### src/rtl/chip_stimulus_gen_pkg.sv
// ---------------------------------------------------------------------------
// chip_stimulus_gen_pkg
// Shared definitions for the chip checker stimulus and compare/count stages:
//   - vector sequence (mode) encodings
//   - stimulus FSM state encoding
//   - saturating 8-bit increment used by the pass counter
// ---------------------------------------------------------------------------
package chip_stimulus_gen_pkg;

    // Vector sequence selection, latched when a run starts
    localparam logic [1:0] MODE_COUNT = 2'b00;  // binary count 0 .. 2^WIDTH-1
    localparam logic [1:0] MODE_WALK1 = 2'b01;  // single one walking from bit 0 upwards
    localparam logic [1:0] MODE_WALK0 = 2'b10;  // inverse of MODE_WALK1
    localparam logic [1:0] MODE_ALT   = 2'b11;  // all-zero then all-one

    typedef enum logic [1:0] {
        ST_IDLE   = 2'd0,
        ST_SETTLE = 2'd1,
        ST_SAMPLE = 2'd2,
        ST_DONE   = 2'd3
    } state_e;

    // Pass counter sticks at 255 so a long continuous run never wraps to a small value
    function automatic logic [7:0] satInc8(input logic [7:0] value);
        return (value == 8'hFF) ? value : value + 8'd1;
    endfunction

endpackage

### src/rtl/chip_stimulus_gen_pattern_gen.sv
// ---------------------------------------------------------------------------
// pattern_gen
// Combinational test-vector lookup for the stimulus generator.
// Ports:
//   mode     in  [1:0]        vector sequence selector (MODE_* encodings)
//   index    in  [WIDTH-1:0]  position within the current pass
//   vector   out [WIDTH-1:0]  pattern to drive onto the DUT inputs
//   is_last  out              index is the final vector of the pass
// ---------------------------------------------------------------------------
module pattern_gen
    import chip_stimulus_gen_pkg::*;
#(
    parameter int WIDTH = 6
) (
    input  logic [1:0]       mode,
    input  logic [WIDTH-1:0] index,
    output logic [WIDTH-1:0] vector,
    output logic             is_last
);

    logic [WIDTH-1:0] oneHot;
    logic             lastWalk;

    // The index register is WIDTH bits wide so it can cover the full binary
    // count; the walking and alternate sequences only use its low values.
    always_comb begin
        oneHot   = WIDTH'(1) << index;
        lastWalk = (index == WIDTH'(WIDTH - 1));
        vector   = '0;
        is_last  = 1'b0;
        case (mode)
            MODE_COUNT: begin
                vector  = index;
                is_last = &index;
            end
            MODE_WALK1: begin
                vector  = oneHot;
                is_last = lastWalk;
            end
            MODE_WALK0: begin
                vector  = ~oneHot;
                is_last = lastWalk;
            end
            MODE_ALT: begin
                vector  = {WIDTH{index[0]}};
                is_last = index[0];
            end
            default: begin
                vector  = '0;
                is_last = 1'b0;
            end
        endcase
    end

endmodule

### src/rtl/chip_stimulus_gen.sv
// ---------------------------------------------------------------------------
// chip_stimulus_gen
// Drives the DUT input pins (through the level translator) with a selectable
// vector sequence, holds each vector SETTLE cycles, then strobes `sample` for
// one cycle so the compare/count stage only looks at settled outputs.
// Ports:
//   clk, rst          clock and synchronous active-high reset
//   start             level; begins a run when idle (ignored when stop is high)
//   stop              aborts a run, back to idle with no sample/done
//   mode[1:0]         vector sequence, latched at start
//   continuous        repeat passes until stopped, latched at start
//   stim[WIDTH-1:0]   vector to the DUT inputs (0 when not running)
//   stim_oe           translator output enable while running
//   sample            one-cycle strobe, stim has been stable SETTLE cycles
//   last              with sample, final vector of the pass
//   busy              run in progress
//   done              one-cycle pulse at the end of a non-continuous run
//   pass_count[7:0]   passes completed since the last start, saturating
// ---------------------------------------------------------------------------
module chip_stimulus_gen
    import chip_stimulus_gen_pkg::*;
#(
    parameter int WIDTH  = 6,
    parameter int SETTLE = 16
) (
    input  logic             clk,
    input  logic             rst,
    input  logic             start,
    input  logic             stop,
    input  logic [1:0]       mode,
    input  logic             continuous,
    output logic [WIDTH-1:0] stim,
    output logic             stim_oe,
    output logic             sample,
    output logic             last,
    output logic             busy,
    output logic             done,
    output logic [7:0]       pass_count
);

    // Counter runs SETTLE-1 .. 0, giving SETTLE cycles in ST_SETTLE
    localparam logic [7:0] SETTLE_LOAD = 8'(SETTLE - 1);

    state_e           state_q,    state_d;
    logic [WIDTH-1:0] index_q,    index_d;
    logic [7:0]       settleCnt_q, settleCnt_d;
    logic [1:0]       modeSel_q,  modeSel_d;
    logic             cont_q,     cont_d;
    logic [7:0]       passCnt_q,  passCnt_d;

    logic [WIDTH-1:0] vecCur;
    logic             isLast;

    pattern_gen #(
        .WIDTH (WIDTH)
    ) u_pattern (
        .mode    (modeSel_q),
        .index   (index_q),
        .vector  (vecCur),
        .is_last (isLast)
    );

    // Next-state and Moore outputs. stim is forced to zero outside the
    // running states so the stale latched mode never leaks onto the pins.
    always_comb begin
        state_d     = state_q;
        index_d     = index_q;
        settleCnt_d = settleCnt_q;
        modeSel_d   = modeSel_q;
        cont_d      = cont_q;
        passCnt_d   = passCnt_q;
        stim        = '0;
        stim_oe     = 1'b0;
        sample      = 1'b0;
        last        = 1'b0;
        busy        = 1'b0;
        done        = 1'b0;

        case (state_q)
            ST_IDLE: begin
                if (start && !stop) begin
                    modeSel_d   = mode;
                    cont_d      = continuous;
                    passCnt_d   = '0;
                    index_d     = '0;
                    settleCnt_d = SETTLE_LOAD;
                    state_d     = ST_SETTLE;
                end
            end
            ST_SETTLE: begin
                stim    = vecCur;
                stim_oe = 1'b1;
                busy    = 1'b1;
                if (settleCnt_q == 8'd0) begin
                    state_d = ST_SAMPLE;
                end else begin
                    settleCnt_d = settleCnt_q - 8'd1;
                end
            end
            ST_SAMPLE: begin
                stim    = vecCur;
                stim_oe = 1'b1;
                busy    = 1'b1;
                sample  = 1'b1;
                last    = isLast;
                if (isLast) begin
                    passCnt_d = satInc8(passCnt_q);
                end
                if (isLast && !cont_q) begin
                    state_d = ST_DONE;
                end else begin
                    index_d     = isLast ? '0 : index_q + WIDTH'(1);
                    settleCnt_d = SETTLE_LOAD;
                    state_d     = ST_SETTLE;
                end
            end
            ST_DONE: begin
                done    = 1'b1;
                state_d = ST_IDLE;
            end
            default: begin
                state_d = ST_IDLE;
            end
        endcase

        // An aborted pass is not counted, even if stop lands on its last sample
        if (stop && (state_q != ST_IDLE)) begin
            state_d   = ST_IDLE;
            passCnt_d = passCnt_q;
        end
    end

    // State registers with synchronous reset
    always_ff @(posedge clk) begin
        if (rst) begin
            state_q     <= ST_IDLE;
            index_q     <= '0;
            settleCnt_q <= '0;
            modeSel_q   <= MODE_COUNT;
            cont_q      <= 1'b0;
            passCnt_q   <= '0;
        end else begin
            state_q     <= state_d;
            index_q     <= index_d;
            settleCnt_q <= settleCnt_d;
            modeSel_q   <= modeSel_d;
            cont_q      <= cont_d;
            passCnt_q   <= passCnt_d;
        end
    end

    assign pass_count = passCnt_q;

endmodule
### config.mk
export PLATFORM = sky130hd
export DESIGN_NAME = chip_stimulus_gen
export DESIGN_NICKNAME = d
export VERILOG_FILES = /design/src/rtl/chip_stimulus_gen_pkg.sv /design/src/rtl/chip_stimulus_gen_pattern_gen.sv /design/src/rtl/chip_stimulus_gen.sv
export SDC_FILE = /design/constraint.sdc
export NUM_CORES = 1
export LEC_CHECK = 0
export BUFFER_PORTS_ARGS = -buffer_cell sky130_fd_sc_hd__buf_4
export CORE_MARGIN = 5
export CORE_UTILIZATION = 46
export CTS_BUF_LIST = sky130_fd_sc_hd__clkbuf_8
export DETAILED_ROUTE_END_ITERATION = 6
export PLACE_DENSITY_LB_ADDON = 0.15
export SLEW_MARGIN = 25
export SYNTH_ARGS = -nofsm -noshare
export SYNTH_HDL_FRONTEND = slang
export SYNTH_SLANG_ARGS = --single-unit
### constraint.sdc
create_clock -name clk -period 2.6 [get_ports clk]
set_input_delay 0.39 -clock clk [delete_from_list [all_inputs] [get_ports clk]]
set_output_delay 0.39 -clock clk [all_outputs]
set_load 0.005 [all_outputs]
Yosys cells after proc, flatten, opt, wreduce, memory -nomap -nowiden. Cells that the tools add are included.

Logic and storage cells: 69. Register bits: 27. Input port bits: 7. Output and inout port bits: 19.

Reductions and logical operators: 20. Muxes and demuxes: 23. Bitwise logic cells: 2. Add/sub/neg operators: 3. Equal/unequal tests: 14. Shifts and indexed selects: 1.

Operators with widths (number): 2-to-1 mux 8 bit (6); 2-to-1 mux 6 bit (4); case mux 6 bit (4 select lines) (1); case mux 8 bit (3 select lines) (1); case mux 8 bit (2 select lines) (1); != test 2 bit (second input constant) (6); case mux 6 bit (2 select lines) (1); adder 8 x 1 -> 8 bit (second input constant) (1); equality test 2 bit (second input constant) (4); equality test 8 bit (second input constant) (1); logical NOT 8 bit (1); case mux 2 bit (4 select lines) (1); subtractor 8 x 1 -> 8 bit (second input constant) (1); adder 6 x 1 -> 6 bit (second input constant) (1); equality test 6 x 3 -> 1 bit (second input constant) (1); 2-to-1 mux 2 bit (3); NOT 6 bit (1); AND reduction 6 bit (1); OR reduction 2 bit (3); << shifter 1 x 6 -> 6 bit (first input constant) (1); AND reduction 5 bit (1); equality test 2 x 1 -> 1 bit (second input constant) (2); logical NOT 2 bit (2); 2-to-1 mux 1 bit (4); other kinds (9) (14).

Depth between registers and ports, before layout.
Depth in word-level cells: 6. Mapped depth: 7. Gate-level depth less buffers: 7.

Cells and area by module. Synthesis repeated with hierarchy kept, for this count alone.

Cells, all modules: 238. Area, all modules: 1928.1 µm².

By module, submodules not included: chip_stimulus_gen (cells an instance 188, sequential area each 540.5 µm², area each 1595.3 µm², instances 1); pattern_gen (cells an instance 50, sequential area each 0.0 µm², area each 332.8 µm², instances 1).

Least setup slack after synthesis. No wires, ideal clock.

Kind: reg2reg. From: register modeSel_q[0]. To: register settleCnt_q[4]. Slack: 0.610 ns. Data required time: 2.483 ns. Cell stages (with the launch flop): 8. Period minus slack after synthesis: 1.990 ns. Setup time: 0.117 ns. Buffers on the path: 0. Arrival: 1.873 ns. Cells stage by stage: dfxtp_1 > inv_1 > ha_1 > a21boi_1 > a2111o_1 > o21ai_1 > nor4b_1 > a22o_1.

Word-level cells in the longest chain between the ends: 6. Elaborated cells on any way between the ends: 9. Those cells by class: eq/ne: 4; mux: 1; reduce/logical: 4.

Ends and longest elaborated chain: from (decl) (line chip_stimulus_gen.sv:47) `logic [1:0] modeSel_q, modeSel_d;`; from (signal assigned) (line chip_stimulus_gen.sv:146) `modeSel_q <= modeSel_d;`; equality test 2 x 1 -> 1 bit / equality test 2 bit (equally long branches) (line chip_stimulus_gen_pattern_gen.sv:31) `case (mode)`; OR reduction 2 bit (no source line); case mux 1 bit (3 select lines) * (line chip_stimulus_gen_pattern_gen.sv:31); logical AND 1 bit * (line chip_stimulus_gen.sv:109) `if (isLast && !cont_q) begin`; != test 2 bit (no source line) *; AND reduction 4 bit (no source line) *; to (signal assigned) (line chip_stimulus_gen.sv:145) `settleCnt_q <= settleCnt_d;`; to (decl) (line chip_stimulus_gen.sv:46) `logic [7:0] settleCnt_q, settleCnt_d;`.

Mark *: on every way between the ends. The rest lies on a longest branch, timed or not. A chain may end at the register's enable or synchronous reset.

Worst setup path after layout.
From: register index_q[4]. To: output stim[1].

Word-level cells in the longest chain between the ends: 4.

Ends and longest elaborated chain: from (decl) (line chip_stimulus_gen.sv:45) `logic [WIDTH-1:0] index_q, index_d;`; from (signal assigned) (line chip_stimulus_gen.sv:144) `index_q <= index_d;`; << shifter 1 x 6 -> 6 bit * (line chip_stimulus_gen_pattern_gen.sv:27) `oneHot = WIDTH'(1) << index;`; NOT 6 bit (line chip_stimulus_gen_pattern_gen.sv:41) `vector = ~oneHot;`; case mux 6 bit (4 select lines) * (line chip_stimulus_gen_pattern_gen.sv:31); 2-to-1 mux 6 bit * (line chip_stimulus_gen.sv:79) `case (state_q)`; to (decl) (line chip_stimulus_gen.sv:32) `output logic [WIDTH-1:0] stim,`.

Marked as above.

==> impl_metrics.csv <==
group,metric,value,unit
clocking,cts_resized,0,
run_status,outcome,"finished clean",
die,die_h,72.9,um
die,start_util,48.6,%
timing,rsz0062_at_grt,"false",
global_routing,overflow,0,
global_routing,grt_pass1_vias,1637,
run,maxCapViolCount,0,
die,dieArea,0.00532,mm2
routing,drt_pass1_iterations,4,
global_routing,grtUsageMet1,23.4,%
setup_path,crit_fanout,7,
synth,synth_fp_nets,245,
timing,worstMarginPinSlew,0.843,ns
finish,fillers,366,
synth,yosys_register_bits,27,
finish,nets,274,
placed_design,dp_cells,296,
synth,yosysTopAreaCell,"dfxtp_1",
routing,drc_errors,0,
timing,hold_violations,0,
global_routing,antenna_found_initial,0,
clocking,post_cts_buffers,0,
global_routing,grt_busiest_layer,"met2",
finish,finalInstanceArea,0.00212,mm2
setup_path,crit_slowest_cell,"or4_1",
synth,avgSynthCellArea,8.13,um2
global_routing,use_met3,3.44,%
timing,setup_viol,0,
pwr,power.leakage,0.912,nW
die,core.rowCount,22,
die,io_pins,26,
pwr,powerDensity,668,mW/mm2
clocking,clock_path_buffers,2,
synth,ys.flop_type,"dfxtp_1",
synth,yosys-top-cells-count,"dfxtp_1 (27), a21oi_1 (18), nor2_1 (16)",
timing,tns,0,ns
routing,vias,1778,
setup_path,cp-startpoint,"index_q[4]",
timing,relSlewSlack,43.3,%
finish,drive_above_1_share,15.9,%
clocking,numCtsBuffers,3,
clocking,cts_hold_buf,0,
synth,ys_async_sr_fraction,0,%
global_routing,grt_start_max_net_pins,20,
timing,fin_crit,2.42,ns
setup_path,worst_setup_path_end_kind,"output pin",
clocking,cts-htree-levels,1,
routing,ant_nets,0,
die,core_area,0.00374,mm2
synth,netlist_instances,224,
synth,synth_seq_area_share,29.7,%
synth,synth_most_common_cell,"dfxtp_1",
finish,syn_to_final_growth,16.4,%
min_path,hp-start,"mode[1]",
setup_path,timing.rr.start,"state_q[0]",
synth,synthesis.area,0.00182,mm2
clocking,cts_root_buffer,"clkbuf_8",
setup_path,required,2.21,ns
routing,drt_iter0_markers,90,
finish,instances_no_fill,300,
min_path,hold_class,"in2reg",
setup_path,cp_cell_sequence,"or4_1 > or3_1 > mux2i_1 > a21oi_1 > buf_4",
timing,final.setup_skew,0.00401,ns
setup_path,worst_ep_arrival_time,2.03,ns
placed_design,portBuffers,25,
global_routing,grt_util_all_layers,17.0,%
routing,avgViaCountPerCell,5.93,
routing,wl,4.35,mm
clocking,cts_tree,"yes",
placed_design,gp_congestion,0.862,
pwr,ir_drop,0.399,mV
global_routing,grt_use_met2,27.8,%
global_routing,grt_pass1_wl,7.45,mm
finish,diodes,0,
synth,ys_top_cells_by_area,"dfxtp_1 (30%), ha_1 (9.6%), a21oi_1 (4.9%)",
setup_path,critPathKind,"reg2out",
synth,ys_types,50,
synth,yosysWarnings,0,
clocking,clk_latency,0.27,ns
die,die_w,72.9,um
setup_path,crit_path_max_incr_delay,0.60,ns
timing,timing.final.crit_share,93.1,%
clocking,cts.clk_slew.worst_paths,0.09,ns
timing,whs,0.346,ns
synth,synth_top_area_share,29.7,%
synth,synth_edf_count,0,
setup_path,cp-start-kind,"flip-flop",
clocking,cts_sinks,27,
placed_design,dp_hpwl,3.26,mm
routing,routedWlPerCell,14.5,um
placed_design,placed_cell_area,0.00207,mm2
timing,max_freq,413,MHz
pwr,power,1.42,mW
timing,slew_violations,0,
-- power by group --
group / switching (mW) / internal (mW)
Combinational: 0.390 / 0.278
Clock: 0.132 / 0.106
Sequential: 0.0510 / 0.459
-- per-stage QoR --
stage | worst slack, ns | utilization (%)
6_report | 0.178 | 56.6
2_1_floorplan | 0.610 | -
3_5_place_dp | 0.482 | 55.4
3_3_place_gp | 0.486 | 55.4
4_1_cts | 0.179 | 56.6
5_1_grt | 0.0136 | 56.6
-- area by class of cell --
type	instances	area, um2	share of cell area [%]
Inverter	14	52.6	2.48
Sequential cell	27	541	25.5
Clock inverter	1	3.75	0.177
Timing Repair Buffer	29	218	10.3
Tap cell	48	60.1	2.83
Clock buffer	3	41.3	1.95
Multi-Input combinational cell	178	1200	56.8
-- worst max-delay path: cells and delay by family (launching register included) --
kind	cells	cell delay (ns)
buffers and inverters	1	0.12
flip-flops	1	0.41
AO/OA/AOI/OAI	1	0.15
multiplexers	1	0.13
AND/OR/NAND/NOR	2	0.95
-- registers in the layout, indices dropped and copies added (netlist names) --
signal and cells:
settleCnt_q 8, cont_q 1, index_q 6, pass_count 8, modeSel_q 2, state_q 2
-- cells by family (layout without fill, tap and decap cells) --
kind of cell | count (synthesis) | in the layout | share of synthesized area [%]
adders and majority gates | 14 | 14 | 9.62
muxes | 9 | 9 | 5.02
xor gates and xnor gates | 1 | 1 | 0.481
AOI/OAI and AO/OA | 83 | 83 | 30.2
and+or+nand+nor | 71 | 71 | 20.8
buffers and inverters | 19 | 47 | 4.19
DFF | 27 | 27 | 29.7
-- layout by cell type (no fill, tap or decap), drive strengths merged, types with 4 or more instances in the layout --
cell and instances:
a21boi 7, a21o 4, a21oi 19, a22o 4
buf 29, dfxtp 27, ha 14, inv 14
mux2i 8, nand2 12, nand3 13, nor2 16
nor3 4, o21a 5, o21ai 21, o22ai 4
o311ai 5, o31ai 4, or3 5, or4 4
-- final timing paths --
kind	endpoint	slack [ns]	cells past startpoint
worst min register to register	settleCnt_q[7]	0.51	2
worst min-delay path	modeSel_q[1]	0.35	3
worst max-delay path	stim[1]	0.18	5
worst max register to register	pass_count[6]	0.46	7
-- per-layer routing --
layer,part of all wire [%],vias up
met5,0,-
met4,0.51,0
met3,4.0,2
met2,46,36
met1,50,836
li1,-,904
No activity file was read; power rests on OpenSTA's default activity.
